===== src/rtl/inst_fetch.sv =====
// inst_fetch: MIPS fetch stage, req/ack instruction memory port and valid/ready decode handoff.
// Define FETCH_STATS_EN to add the fetch_count/stall_count counters.
module inst_fetch #(
    parameter int PC_WIDTH = 32,
    parameter logic [PC_WIDTH-1:0] RESET_PC = '0
) (
    input  logic                clock,
    input  logic                reset_n,
    output logic                imem_req,
    output logic [PC_WIDTH-1:0] imem_addr,
    input  logic                imem_ack,
    input  logic [31:0]         imem_rdata,
    output logic                id_valid,
    input  logic                id_ready,
    output logic [PC_WIDTH-1:0] id_pc,
    output logic [5:0]          op,
    output logic [5:0]          func,
    output logic [4:0]          rs,
    output logic [4:0]          rt,
    output logic [4:0]          rd,
    output logic [15:0]         imm,
`ifdef FETCH_STATS_EN
    output logic [31:0]         fetch_count,
    output logic [31:0]         stall_count,
`endif
    input  logic                redirect,
    input  logic [PC_WIDTH-1:0] redirect_target
);
    localparam logic [1:0] S_REQ = 2'd0, S_HOLD = 2'd1, S_DRAIN = 2'd2;
    localparam logic [PC_WIDTH-1:0] ALIGN = ~PC_WIDTH'(3);

    logic [1:0]          state;
    logic [PC_WIDTH-1:0] pc, stale, tgt;
    logic [31:0]         instr;
    logic                live, ack;

    // live keeps the request low until the first edge after reset release
    assign imem_req  = live & (state != S_HOLD);
    assign imem_addr = (state == S_DRAIN) ? stale : pc;
    assign ack       = imem_ack & imem_req;
    assign tgt       = redirect_target & ALIGN;
    assign op        = instr[31:26];
    assign rs        = instr[25:21];
    assign rt        = instr[20:16];
    assign rd        = instr[15:11];
    assign imm       = instr[15:0];
    assign func      = instr[5:0];

    always_ff @(posedge clock or negedge reset_n) begin
        if (!reset_n) begin
            state    <= S_REQ;
            pc       <= RESET_PC & ALIGN;
            stale    <= '0;
            id_pc    <= '0;
            instr    <= '0;
            id_valid <= 1'b0;
            live     <= 1'b0;
        end else begin
            live <= 1'b1;
            if (state == S_REQ) begin
                if (redirect) begin
                    pc <= tgt;
                    if (imem_req && !imem_ack) begin
                        stale <= pc;
                        state <= S_DRAIN;
                    end
                end else if (ack) begin
                    instr    <= imem_rdata;
                    id_pc    <= pc;
                    pc       <= pc + PC_WIDTH'(4);
                    id_valid <= 1'b1;
                    state    <= S_HOLD;
                end
            end else if (state == S_HOLD) begin
                if (redirect || id_ready) begin
                    id_valid <= 1'b0;
                    state    <= S_REQ;
                end
                if (redirect) pc <= tgt;
            end else begin
                // outstanding stale transaction: wait for its ack, then refetch at the latest pc
                if (redirect) pc <= tgt;
                if (imem_ack) state <= S_REQ;
            end
        end
    end

`ifdef FETCH_STATS_EN
    always_ff @(posedge clock or negedge reset_n) begin
        if (!reset_n) begin
            fetch_count <= '0;
            stall_count <= '0;
        end else begin
            if (id_valid && id_ready) fetch_count <= fetch_count + 32'd1;
            if (imem_req && !imem_ack) stall_count <= stall_count + 32'd1;
        end
    end
`endif
endmodule

===== config.mk =====
export PLATFORM = sky130hd
export DESIGN_NAME = inst_fetch
export DESIGN_NICKNAME = d
export VERILOG_FILES = /design/src/rtl/inst_fetch.sv
export SDC_FILE = /design/constraint.sdc
export NUM_CORES = 1
export LEC_CHECK = 0
export CORE_MARGIN = 8
export CORE_UTILIZATION = 51
export DETAILED_ROUTE_END_ITERATION = 12
export PLACE_DENSITY = 0.86
export SYNTH_ARGS = -nofsm -noshare
export SYNTH_HDL_FRONTEND = slang
export SYNTH_SLANG_ARGS = --single-unit

===== constraint.sdc =====
create_clock -name clock -period 4.2 [get_ports clock]
set_clock_uncertainty 0.15 [all_clocks]
set_input_delay 0.42 -clock clock [delete_from_list [all_inputs] [get_ports clock]]
set_output_delay 0.42 -clock clock [all_outputs]
set_load 0.01 [all_outputs]

==> results_dict.tcl <==
set metrics [dict create \
    detailroute.via_count 4779 \
    synthTopCellsByArea "sky130_fd_sc_hd__dfrtp_1 (53%), sky130_fd_sc_hd__mux2_2 (15%), sky130_fd_sc_hd__mux2_1 (5.3%), sky130_fd_sc_hd__buf_4 (2.3%), sky130_fd_sc_hd__nand2_1 (2.2%)" \
    post_cts_resized 0 \
    arrival_ns 2.79 \
    worst_ep_required_time_ns 3.63 \
    synth.yosys.seq_area_share_pct 52.6 \
    routed_wirelength_mm 16.3 \
    grt_use_total_pct 21.2 \
    drt-pass1-iter-count 5 \
    grt_first_pass_wirelength_mm 26.8 \
    ir_drop_uv 401 \
    run_status "completed" \
    power.leakage_nw 3.35 \
    power_frac_seq_pct 37.9 \
    report.final.setup_viol 0 \
    postSynth.topFlopCell "sky130_fd_sc_hd__dfrtp_1" \
    postSynthRegisterBits 126 \
    cts_setup_buffers 0 \
    io_pins 178 \
    fin_nets 733 \
    synth.distinct_cells 53 \
    drtIter0Drc 462 \
    layout_min_cycle_time_ns 3.36 \
    num_antenna_cells 0 \
    final-max-slew-violation-count 0 \
    p_sw_mw 1.25 \
    die-height_um 124 \
    yosys.area_share.adder_pct 0.209 \
    unrepaired_setup_endpoints_after_global_routing "no" \
    synth-edff-count 0 \
    insertion_delay_ns 0.41 \
    final-seq-area_um2 3150 \
    netlist_instances 520 \
    synth.cell_area_um2 6000 \
    multiInputGateArea_um2 2560 \
    cts_buffers 17 \
    drc 0 \
    power_report.internal_total_mw 3.36 \
    count_of_placed_standard_cells_including_taps 786 \
    final.period_utilization_pct 80.1 \
    finalPower_mw 4.61 \
    remaining_global_route_overflow 0 \
    floorplan.initialDensity_pct 52.3 \
    compound_gate_fraction_of_synth_area_pct 9.93 \
    clock_power_share_pct 34.6 \
    via_count_of_the_first_global_routing_pass 5032 \
    instances_no_fill 819 \
    synth_top_cell_by_area "sky130_fd_sc_hd__dfrtp_1" \
    hold_violations 0 \
    yosys.area_share.xor_xnor_pct 0.146 \
    timing.reg2reg.worst_path_depth 4 \
    placement.io_buffers 171 \
    clock_sink_count 126 \
    cts_tree "yes" \
    detail_route.wl_per_cell_um 19.9 \
    critPathMaxFanout 34 \
    worstHoldPathCells 2 \
    critPathCaptureType "output pin" \
    power_density_nw_per_um2 554 \
    number_of_antenna_violations_at_the_first_check_in_global_routing 0 \
    postCtsHoldBufs 1 \
    clock_tree.htree_level_count 4 \
    placement_rows 39 \
    antenna_left 0 \
    switching_portion_of_total_power_pct 27.1 \
    detail_route.vias_per_cell 5.84 \
    timing.critical_path.from_type "flop" \
    area_delta_synth_final_pct 38.7 \
    core_area_um2 11500 \
    post-dp-hpwl_mm 11.4 \
    comb_power_share_pct 27.5 \
    drive_gt1_share_pct 18.2 \
    synth_top_area_share_pct 52.6 \
    synth_simple_gate_area_share_pct 10.7 \
    post_synth_mux_area_share_pct 21.0 \
    post_synth.cell_area_avg_um2 11.5 \
    clk_pin_slew_ns 0.05 \
    synth.cells.most_frequent "sky130_fd_sc_hd__dfrtp_1 (126), sky130_fd_sc_hd__mux2_2 (82), sky130_fd_sc_hd__nand2_1 (35), sky130_fd_sc_hd__mux2_1 (28), sky130_fd_sc_hd__clkbuf_1 (24)" \
    total_number_of_yosys_warnings 0 \
    dieWidth_um 124 \
    tightestPinTransition_ns 0.988 \
    timing.fmax_mhz 297 \
    clockRootBuffer "sky130_fd_sc_hd__clkbuf_16" \
    die_area_um2 15500 \
    worst_hold_path_type "flop to flop" \
    synth.most_common_cell "sky130_fd_sc_hd__dfrtp_1" \
    max-clock-path-buffers 2 \
    finalSetupTns_ns 0 \
    path_class "flop to output pin" \
    pin_count_of_the_biggest_net_entering_global_routing 100 \
    largest_family_of_logic_cells_by_synthesized_area "multiplexers" \
    ffs_w_async_s_r_synth_pct 100 \
    final.fill_count 786 \
    relSlewSlack_pct 34.2 \
    maxCapViolCount 0 \
    routabilityCongestion 0.859 \
]
==> routing by layer <==
metal,wire (um),vias to the layer above,track usage [%]
met5,0,-,0
met4,334,0,8.50
met3,972,27,5.49
met2,8490,198,36.7
met1,6490,2381,24.5
li1,-,2173,-
==> registers in the layout, summed over array words and instances (netlist names) <==
name / cells
id_pc: 30
id_valid: 1
instr: 32
live: 1
pc: 30
stale: 30
state: 2
==> cells in the final DEF (no fill, tap or decap), types with 3 or more instances in the layout <==
cell type | Yosys | final
sky130_fd_sc_hd__o21ai_1 | 5 | 5
sky130_fd_sc_hd__a22oi_1 | 3 | 3
sky130_fd_sc_hd__o22a_1 | 3 | 3
sky130_fd_sc_hd__mux2_2 | 82 | 82
sky130_fd_sc_hd__a21oi_1 | 19 | 19
sky130_fd_sc_hd__dfrtp_1 | 126 | 126
sky130_fd_sc_hd__clkbuf_16 | 0 | 17
sky130_fd_sc_hd__bufinv_16 | 0 | 5
sky130_fd_sc_hd__nand4_1 | 9 | 9
sky130_fd_sc_hd__o22ai_1 | 6 | 6
sky130_fd_sc_hd__clkinv_2 | 0 | 5
sky130_fd_sc_hd__or3_1 | 3 | 3
sky130_fd_sc_hd__nor3_1 | 4 | 3
sky130_fd_sc_hd__nand3_1 | 19 | 18
sky130_fd_sc_hd__o31a_1 | 4 | 4
sky130_fd_sc_hd__nor2_1 | 20 | 20
sky130_fd_sc_hd__or4_1 | 13 | 13
sky130_fd_sc_hd__mux2_1 | 28 | 28
sky130_fd_sc_hd__buf_4 | 18 | 4
sky130_fd_sc_hd__inv_1 | 7 | 7
sky130_fd_sc_hd__o21ai_0 | 20 | 20
sky130_fd_sc_hd__nand2_1 | 35 | 35
sky130_fd_sc_hd__and4_1 | 5 | 5
sky130_fd_sc_hd__a31oi_1 | 6 | 6
sky130_fd_sc_hd__clkdlybuf4s50_1 | 0 | 170
sky130_fd_sc_hd__conb_1 | 2 | 5
sky130_fd_sc_hd__o31ai_1 | 7 | 7
==> kinds of logic (layout without fill, tap and decap cells) <==
| family | count (synthesis) | after routing |
|---|---|---|
| and+or+nand+nor | 123 | 123 |
| AOI/OAI and AO/OA | 92 | 92 |
| DFF | 126 | 126 |
| other | 2 | 5 |
| buffers and inverters | 63 | 216 |
| adders and majority gates | 1 | 1 |
| muxes | 112 | 112 |
| xor gates and xnor gates | 1 | 1 |
==> cell type report <==
cell class                 count  share of cell area (%)
sequential                   126                    37.9
multi-input combinational    334                    30.7
clock buffer                  20                    5.49
tap                          143                    2.15
timing repair buffer         176                    21.1
clock inverter                12                    2.29
inverter                       8                   0.361
==> critical path, cell delays in order (launching register included) <==
cell and delay (ns):
sky130_fd_sc_hd__dfrtp_1 0.57, sky130_fd_sc_hd__nor2b_4 0.87, sky130_fd_sc_hd__mux2_2 0.43, sky130_fd_sc_hd__clkdlybuf4s50_1 0.48
==> metrics by stage <==
stage | hold slack [ns] | setup WS [ns] | util, % | cell area (um2)
after detailed placement | 0.326 | 1.19 | 66.8 | 7660
after global placement | 0.313 | 1.27 | 66.8 | 7660
after CTS | 0.338 | 0.843 | 72.5 | 8320
after global routing | 0.357 | 0.705 | 72.5 | 8320
final | 0.333 | 0.835 | 72.5 | 8320
after floorplan | -0.0256 | 1.93 | - | 6010
==> worst paths after layout <==
path                            startpoint       endpoint  slack (ns)
max in group asynchronous          reset_n       instr[2]        2.42
worst max register to register    state[0]         pc[25]        1.62
worst min-delay path             stale[19]      stale[19]        0.33
worst max-delay path              state[1]  imem_addr[18]        0.84
worst min register to register   stale[19]      stale[19]        0.33
min in group asynchronous          reset_n       id_pc[2]        0.52
==> power groups by stage <==
| stage | combinational, mW | sequential [mW] | clock, mW |
|---|---|---|---|
| final | 1.27 | 1.75 | 1.59 |
| after CTS | 1.29 | 1.75 | 1.62 |
| after global routing | 1.36 | 1.79 | 1.66 |
| after floorplan | 0.553 | 1.77 | 0 |
| after detailed placement | 1.28 | 1.76 | 0 |
| after global placement | 1.24 | 1.73 | 0 |
No activity file was read; power rests on OpenSTA's default activity.
